--- src/rtl/cpu_ctrl_pkg.sv ---
// Shared control definitions for the 16-bit 5-stage pipeline:
// operand-mux select codes and forwarding/hazard FSM states.
package cpu_ctrl_pkg;

    localparam int REG_AW_DEF = 4;

    localparam logic [1:0] SEL_RF    = 2'd0;
    localparam logic [1:0] SEL_EXMEM = 2'd1;
    localparam logic [1:0] SEL_MEMWB = 2'd2;

    typedef enum logic {
        ST_RUN    = 1'b0,
        ST_MULDIV = 1'b1
    } state_t;

endpackage

--- src/rtl/fwd_sel.sv ---
// Priority comparator for one ALU operand: EX/MEM beats MEM/WB,
// which beats the register file.
module fwd_sel
    import cpu_ctrl_pkg::*;
#(
    parameter int REG_AW   = REG_AW_DEF,
    parameter int ZERO_REG = 1
) (
    input  logic              ex_valid,
    input  logic [REG_AW-1:0] rs,
    input  logic              mem_valid,
    input  logic              mem_wr,
    input  logic [REG_AW-1:0] mem_rd,
    input  logic              wb_valid,
    input  logic              wb_wr,
    input  logic [REG_AW-1:0] wb_rd,
    output logic [1:0]        sel
);

    logic is_zero;
    logic mem_hit;
    logic wb_hit;

    always_comb begin
        is_zero = (ZERO_REG != 0) && (rs == '0);
        mem_hit = mem_valid && mem_wr && (mem_rd == rs);
        wb_hit  = wb_valid && wb_wr && (wb_rd == rs);
        sel     = SEL_RF;
        if (!ex_valid || is_zero) begin
            sel = SEL_RF;
        end else if (mem_hit) begin
            sel = SEL_EXMEM;
        end else if (wb_hit) begin
            sel = SEL_MEMWB;
        end
    end

endmodule

--- src/rtl/fwd_hazard_ctrl.sv ---
// Forwarding, load-use stall and MUL/DIV sequencing control.
// Tracks EX/MEM/WB destination records; owns no datapath.
module fwd_hazard_ctrl
    import cpu_ctrl_pkg::*;
#(
    parameter int REG_AW     = REG_AW_DEF,
    parameter int MULDIV_LAT = 4,
    parameter int ZERO_REG   = 1
) (
    input  logic              clk,
    input  logic              rst_n,
    input  logic              id_valid,
    input  logic [REG_AW-1:0] id_rs1,
    input  logic [REG_AW-1:0] id_rs2,
    input  logic [REG_AW-1:0] id_rd,
    input  logic              id_wr,
    input  logic              id_load,
    input  logic              id_muldiv,
    input  logic              flush,
    output logic [1:0]        selA,
    output logic [1:0]        selB,
    output logic              stall_if,
    output logic              bubble_ex,
    output logic              ex_first,
    output logic              busy
);

    typedef struct packed {
        logic              valid;
        logic [REG_AW-1:0] rs1;
        logic [REG_AW-1:0] rs2;
        logic [REG_AW-1:0] rd;
        logic              wr;
        logic              load;
        logic              muldiv;
        logic              first;
    } ex_rec_t;

    typedef struct packed {
        logic              valid;
        logic [REG_AW-1:0] rd;
        logic              wr;
    } wr_rec_t;

    localparam int CW = 5;
    localparam logic [CW-1:0] CNT_INIT =
        (MULDIV_LAT > 1) ? CW'(MULDIV_LAT - 2) : '0;
    localparam bit HAS_MD = (MULDIV_LAT > 1);

    ex_rec_t ex_q;
    wr_rec_t mem_q;
    wr_rec_t wb_q;
    state_t  st_q;
    logic [CW-1:0] cnt_q;

    ex_rec_t id_rec;
    wr_rec_t ex_wr;
    logic [1:0] sel_a;
    logic [1:0] sel_b;
    logic lu_haz;
    logic md_enter;
    logic md_hold;
    logic rs1_hit;
    logic rs2_hit;
    logic rd_zero;

    always_comb begin
        id_rec        = '0;
        id_rec.valid  = id_valid;
        id_rec.rs1    = id_rs1;
        id_rec.rs2    = id_rs2;
        id_rec.rd     = id_rd;
        id_rec.wr     = id_wr;
        id_rec.load   = id_load;
        id_rec.muldiv = id_muldiv;
        id_rec.first  = 1'b1;
    end

    always_comb begin
        ex_wr       = '0;
        ex_wr.valid = ex_q.valid;
        ex_wr.rd    = ex_q.rd;
        ex_wr.wr    = ex_q.wr;
    end

    fwd_sel #(
        .REG_AW   (REG_AW),
        .ZERO_REG (ZERO_REG)
    ) u_sel_a (
        .ex_valid  (ex_q.valid),
        .rs        (ex_q.rs1),
        .mem_valid (mem_q.valid),
        .mem_wr    (mem_q.wr),
        .mem_rd    (mem_q.rd),
        .wb_valid  (wb_q.valid),
        .wb_wr     (wb_q.wr),
        .wb_rd     (wb_q.rd),
        .sel       (sel_a)
    );

    fwd_sel #(
        .REG_AW   (REG_AW),
        .ZERO_REG (ZERO_REG)
    ) u_sel_b (
        .ex_valid  (ex_q.valid),
        .rs        (ex_q.rs2),
        .mem_valid (mem_q.valid),
        .mem_wr    (mem_q.wr),
        .mem_rd    (mem_q.rd),
        .wb_valid  (wb_q.valid),
        .wb_wr     (wb_q.wr),
        .wb_rd     (wb_q.rd),
        .sel       (sel_b)
    );

    // A load writing r0 never creates a dependency when r0 is hardwired.
    always_comb begin
        rd_zero  = (ZERO_REG != 0) && (ex_q.rd == '0);
        rs1_hit  = (ex_q.rd == id_rs1);
        rs2_hit  = (ex_q.rd == id_rs2);
        lu_haz   = (st_q == ST_RUN) && ex_q.valid && ex_q.load
                && ex_q.wr && id_valid && !rd_zero
                && (rs1_hit || rs2_hit);
        md_enter = HAS_MD && (st_q == ST_RUN) && ex_q.valid
                && ex_q.muldiv && ex_q.first;
        md_hold  = md_enter || ((st_q == ST_MULDIV) && (cnt_q != '0));
    end

    always_comb begin
        selA      = SEL_RF;
        selB      = SEL_RF;
        stall_if  = 1'b0;
        bubble_ex = 1'b0;
        ex_first  = 1'b0;
        busy      = 1'b0;
        if (rst_n) begin
            selA      = sel_a;
            selB      = sel_b;
            stall_if  = !flush && (lu_haz || md_hold);
            bubble_ex = flush || lu_haz;
            ex_first  = ex_q.valid && ex_q.first;
            busy      = (st_q == ST_MULDIV);
        end
    end

    always_ff @(posedge clk) begin
        if (!rst_n) begin
            ex_q  <= '0;
            mem_q <= '0;
            wb_q  <= '0;
            st_q  <= ST_RUN;
            cnt_q <= '0;
        end else if (flush) begin
            ex_q  <= '0;
            mem_q <= ex_wr;
            wb_q  <= mem_q;
            st_q  <= ST_RUN;
            cnt_q <= '0;
        end else if (lu_haz) begin
            ex_q  <= '0;
            mem_q <= ex_wr;
            wb_q  <= mem_q;
        end else if (md_enter) begin
            ex_q.first <= 1'b0;
            mem_q      <= '0;
            wb_q       <= mem_q;
            cnt_q      <= CNT_INIT;
            st_q       <= ST_MULDIV;
        end else if (md_hold) begin
            mem_q <= '0;
            wb_q  <= mem_q;
            cnt_q <= cnt_q - 1'b1;
        end else begin
            ex_q  <= id_rec;
            mem_q <= ex_wr;
            wb_q  <= mem_q;
            st_q  <= ST_RUN;
        end
    end

endmodule

--- config.mk ---
export PLATFORM = sky130hd
export DESIGN_NAME = fwd_hazard_ctrl
export DESIGN_NICKNAME = d
export VERILOG_FILES = /design/src/rtl/cpu_ctrl_pkg.sv /design/src/rtl/fwd_sel.sv /design/src/rtl/fwd_hazard_ctrl.sv
export SDC_FILE = /design/constraint.sdc
export NUM_CORES = 1
export LEC_CHECK = 0
export CAP_MARGIN = 20
export CORE_MARGIN = 4
export CORE_UTILIZATION = 30
export DETAILED_ROUTE_END_ITERATION = 7
export GPL_ROUTABILITY_DRIVEN = 0
export PLACE_DENSITY = 0.48
export SETUP_SLACK_MARGIN = 0.1
export SLEW_MARGIN = 20
export SYNTH_ARGS = -nofsm -noshare
export SYNTH_HDL_FRONTEND = slang
export SYNTH_HIERARCHICAL = 1
export SYNTH_SLANG_ARGS = --single-unit
--- constraint.sdc ---
create_clock -name clk -period 2.7 [get_ports clk]
set_input_delay 0.405 -clock clk [delete_from_list [all_inputs] [get_ports clk]]
set_output_delay 0.405 -clock clk [all_outputs]
set_load 0.05 [all_outputs]
# Word-level counts from Yosys, hierarchy flattened
# Index checks and enable logic that the tools add are counted.
[totals] elab_cells=86 inputBits=19 output_inout_bits=8 register_bits=35
[op_classes] n_bitwise=5 add_sub_neg=1 n_mux=20 n_eq_ne=7 reduce_logical=37
[ops] operator="4-bit equality test" count=6
[ops] operator="6-bit two-way mux" count=4
[ops] operator="1-bit logical AND" count=17
[ops] operator="2-bit two-way mux" count=8
[ops] operator="4-bit zero test" count=3
[ops] operator="5-bit two-way mux" count=2
[ops] operator="1-bit logical OR" count=6
[ops] operator="1-bit two-way mux" count=6
[ops] operator="2-bit AND reduction" count=3
[ops] operator="1-bit NOT" count=5
[ops] operator="5-bit nonzero test" count=1
[ops] operator="5-bit by 1-bit subtractor with 5-bit output (second input constant)" count=1
[ops] operator="4-bit OR reduction" count=1
[ops] operator="1-bit zero test" count=3
[ops] operator="3-bit OR reduction" count=1
[ops] operator="2-bit != test (second input constant)" count=1
[ops] operator="2-bit nonzero test" count=1
[ops] operator="2-bit OR reduction" count=1

# Logic depth before layout (Yosys ltp)
[logic_depth] depth_word=10 ltp_mapped=8

# By module
# Netlist, hierarchy kept.
[modules_own_cells] mod="fwd_hazard_ctrl" area_each_um2=1574.0 cells_per_inst=148 n_inst=1
[modules_own_cells] mod="fwd_sel" area_each_um2=118.9 cells_per_inst=15 n_inst=2

# Worst setup path before layout
# OpenSTA, ideal clock, no wires.
[synth_path] path_type="reg2out" startpoint="reg st_q" endpoint="out stall_if" stages_incl_launch_ff=6 slack_ns=0.381 n_path_buf=2 t_arrival_ns=1.914 cell_sequence="dfxtp_1 clkbuf_1 or3_1 a21oi_2 buf_2 o21a_1"
[synth_via] elab_chain_cells=10 elab_cells_between_ends=14 cone_classes="mux: 1; bitwise: 1; reduce/logical: 12"
[synth_rtl] item="start: declaration" line="fwd_hazard_ctrl.sv:53" text="state_t st_q;"
[synth_rtl] item="start signal: assignment" line="fwd_hazard_ctrl.sv:151" text="st_q <= ST_RUN;"
[synth_rtl] item="start signal: assignment" line="fwd_hazard_ctrl.sv:157" text="st_q <= ST_RUN;"
[synth_rtl] item="start signal: assignment" line="fwd_hazard_ctrl.sv:168" text="st_q <= ST_MULDIV;"
[synth_rtl] item="1-bit NOT" line="fwd_hazard_ctrl.sv:121, fwd_hazard_ctrl.sv:124"
[synth_rtl] item="1-bit logical AND" line="fwd_hazard_ctrl.sv:121, fwd_hazard_ctrl.sv:124"
[synth_rtl] item="1-bit logical AND" line="fwd_hazard_ctrl.sv:121" text="lu_haz = (st_q == ST_RUN) && ex_q.valid && ex_q.load"
[synth_rtl] item="1-bit logical AND (3 in series)" line="fwd_hazard_ctrl.sv:122" text="&& ex_q.wr && id_valid && !rd_zero"
[synth_rtl] item="1-bit logical AND" line="fwd_hazard_ctrl.sv:123" text="&& (rs1_hit || rs2_hit);"
[synth_rtl] item="1-bit logical OR (*)" line="fwd_hazard_ctrl.sv:139" text="stall_if = !flush && (lu_haz || md_hold);"
[synth_rtl] item="1-bit logical AND (*)" line="fwd_hazard_ctrl.sv:139"
[synth_rtl] item="1-bit two-way mux (*)" line="fwd_hazard_ctrl.sv:136" text="if (rst_n) begin"
[synth_rtl] item="end: declaration" line="fwd_hazard_ctrl.sv:22" text="output logic stall_if,"
# Every way passes the cells marked *; elsewhere a longest branch is shown, timed or not.

# Final worst setup path
[layout_path] startpoint="reg cnt_q[0]" endpoint="out stall_if"
[layout_via] elab_chain_cells=6
[layout_rtl] item="start: declaration" line="fwd_hazard_ctrl.sv:54" text="logic [CW-1:0] cnt_q;"
[layout_rtl] item="start signal: assignment" line="fwd_hazard_ctrl.sv:172" text="cnt_q <= cnt_q - 1'b1;"
[layout_rtl] item="5-bit nonzero test" line="fwd_hazard_ctrl.sv:126" text="md_hold = md_enter || ((st_q == ST_MULDIV) && (cnt_q != '0));"
[layout_rtl] item="1-bit logical AND" line="fwd_hazard_ctrl.sv:126"
[layout_rtl] item="1-bit logical OR" line="fwd_hazard_ctrl.sv:126"
[layout_rtl] item="1-bit logical OR" line="fwd_hazard_ctrl.sv:139"
[layout_rtl] item="1-bit logical AND" line="fwd_hazard_ctrl.sv:139"
[layout_rtl] item="1-bit two-way mux" line="fwd_hazard_ctrl.sv:136"
# Every way passes these cells.

==> flow_summary.yaml <==
outcome:
  status: "completed"
global_route:
  track_usage_pct: 12.3
  grt_pass1_vias: 1502
  grt_first_pass_wirelength_um: 7240
  grt-ovfl-total: 0
  grt_max_degree: 21
  antenna_found_initial: 0
timing:
  period_share_pct: 92.5
  setup-tns-final_ps: 0
  relSlewSlack_pct: 64.9
  setup_viol: 0
  timing.final.crit_period_ps: 2500
  tightestPinTransition_ps: 520
  finalHoldViolCount: 0
  rsz0062_at_grt: "false"
  clock.fmax_mhz: 400
  whs_ps: 462
  maxSlewViolCount: 0
  clock_skew_ps: 6.17
worst_setup_path:
  regToRegStartpoint: "cnt_q[0]$_SDFFE_PP0P_"
  r2r-end: "ex_q[9]$_SDFFE_PP0P_"
  crit_required_ps: 2300
  path_class: "flip-flop to primary output"
  critPathArrivalTime_ps: 2090
  start_kind: "flip-flop"
  crit_path_max_fanout: 6
  cp-end-kind: "primary output"
  cp-endpoint: "stall_if"
  worstSetupStartpoint: "cnt_q[0]$_SDFFE_PP0P_"
  ff2ff_setup_slack_ps: 570
  worstRegToRegCells: 7
clock_tree:
  post_cts_resize_count: 0
  cts_tree: "built"
  clock-sinks: 35
  clk_pin_slew_ps: 70
  ctsHoldBuffers: 0
  cts_max_level: 2
  clk_root_buffer_cell: "clkbuf_8"
  cts_made_buffers: 5
  insertion_delay_ps: 280
  cts_max_path_buffers: 2
  post-cts-setup-buffers: 0
synthesis:
  yosysSeqAreaShare_pct: 38.7
  syn-num-nets: 198
  synthArstFlopShare_pct: 0
  postSynthCellCount: 178
  synth-edff-count: 0
  synth.cell_area_mm2: 0.00181
  ys.flop_type: "dfxtp_1"
  ys_seq_elements: 35
  ys_warn_count: 6
  avgSynthCellArea_um2: 10.2
  synth_cell_types: 41
final_layout:
  final_common_cell: "dfxtp_1"
  multiInputGateArea_mm2: 0.00103
  layout.nets: 228
  drive_gt1_share_pct: 18.7
  final_area_mm2: 0.00234
  n_antenna_cell: 0
  regArea_um2: 701
  fill_cells: 592
  area_growth_pct: 29.0
  layout_common_cells: "35 x dfxtp_1, 18 x xnor2_1, 18 x clkdlybuf4s50_1"
  final_cells: 284
min_path:
  hold_path_class: "flip-flop to flip-flop"
power:
  powerDensity_mw_per_mm2: 460
  pwr-share-seq_pct: 51.0
  p_clk_share_pct: 38.4
  pwr-share-comb_pct: 10.6
  p_int_mw: 0.826
  swShare_pct: 23.2
  switchingPower_mw: 0.249
  ir_drop_uv: 172
  p_leak_nw: 0.957
floorplan:
  core_region_area_mm2: 0.00589
  start_util_pct: 30.8
  die_h_um: 85.7
  num_rows: 28
  die_area_mm2: 0.00735
  num_io_pins: 27
  die_x_um: 85.7
place:
  placed_area_mm2: 0.00224
  dp_cells: 276
  io_buffers: 26
  hpwlAfterDp_um: 3270
route:
  drt-pass1-iter-count: 4
  vias: 1462
  drt-initial-drc-count: 56
  drc: 0
  vias_per_cell: 5.15
  wl_um: 4320
  ant_nets: 0
  avgRoutedWirePerCell_um: 15.2
job:
  drv_cap: 0
## flip-flops by register name (all words and copies together) (netlist names)
name / count
cnt_q: 5
ex_q: 17
mem_q: 6
st_q: 1
wb_q: 6
## kinds of logic (layout without fill, tap and decap cells)
logic type / count (synthesis) / after routing / share of synthesized area [%]
AOI/OAI and AO/OA: 23 / 23 / 11.1
xor gates and xnor gates: 24 / 24 / 11.6
adders and majority gates: 1 / 1 / 0.690
buffers and inverters: 13 / 44 / 4.21
DFF: 35 / 35 / 38.7
muxes: 17 / 17 / 9.39
and+or+nand+nor: 65 / 65 / 24.4
## cells in the mapped netlist (all sizes together), types with 2 or more instances
library cell,instances,area [um^2]
and2,12,75.1
o31a,2,17.5
buf,5,46.3
xor2,6,52.6
nor4,2,12.5
inv,2,7.51
dfxtp,35,701
o311a,6,60.1
xnor2,18,158
nand3,5,25.0
o41ai,2,17.5
and3,2,12.5
mux2i,17,170
o21a,2,15.0
nand4,5,31.3
clkbuf,6,22.5
nand2,4,15.0
nor3,21,165
nor2,5,18.8
o31ai,2,15.0
a21oi,3,30.0
nor4b,2,30.0
## critical path, cell delays in order (launching register included)
cell	delay (ps)
dfxtp_1	320
inv_1	100
ha_1	200
or4b_1	600
a21o_1	240
o21a_1	200
buf_12	150
## routing by layer
metal	vias up	track usage (%)	part of all wire (%)
met2	30	21.9	51
met1	709	14.0	44
met5	-	0	0
li1	714	-	-
met3	9	3.55	3.3
met4	0	4.46	1.8
## power by group through the flow
stage | Clock [mW] | Combinational [mW] | Sequential, mW
after floorplan | 0 | 0.0646 | 0.556
after CTS | 0.425 | 0.115 | 0.549
final | 0.413 | 0.114 | 0.549
after global placement | 0 | 0.113 | 0.561
after detailed placement | 0 | 0.115 | 0.561
after global routing | 0.446 | 0.124 | 0.551
## per-stage QoR
| stage | power (mW) | worst slack [ps] | utilization, % |
|---|---|---|---|
| 3_3_place_gp | 0.674 | 256 | 38.0 |
| 2_1_floorplan | 0.620 | 381 | - |
| 5_1_grt | 1.12 | 120 | 39.7 |
| 3_5_place_dp | 0.675 | 234 | 38.0 |
| 6_report | 1.07 | 202 | 39.7 |
| 4_1_cts | 1.09 | 212 | 39.7 |
## worst min path at each step
| stage | from | end | slack, ps | cells past startpoint |
|---|---|---|---|---|
| finish | cnt_q[4]$_SDFFE_PP0P_ | cnt_q[4]$_SDFFE_PP0P_ | 460 | 1 |
| global route | cnt_q[4]$_SDFFE_PP0P_ | cnt_q[4]$_SDFFE_PP0P_ | 490 | 1 |
| CTS | cnt_q[4]$_SDFFE_PP0P_ | cnt_q[4]$_SDFFE_PP0P_ | 450 | 1 |
| detailed placement | cnt_q[4]$_SDFFE_PP0P_ | cnt_q[4]$_SDFFE_PP0P_ | 440 | 1 |
| global placement | cnt_q[4]$_SDFFE_PP0P_ | cnt_q[4]$_SDFFE_PP0P_ | 440 | 1 |
| floorplan | cnt_q[4]$_SDFFE_PP0P_ | cnt_q[4]$_SDFFE_PP0P_ | 430 | 1 |
## area by class of cell
cell class	instances	share of cell area [%]
multi-input cells	130	44.3
flip-flops and latches	35	30.0
repair buffers	34	17.1
clock buffers	8	4.28
well taps	75	4.01
inverters	2	0.321
(Power assumes the default switching activity.)
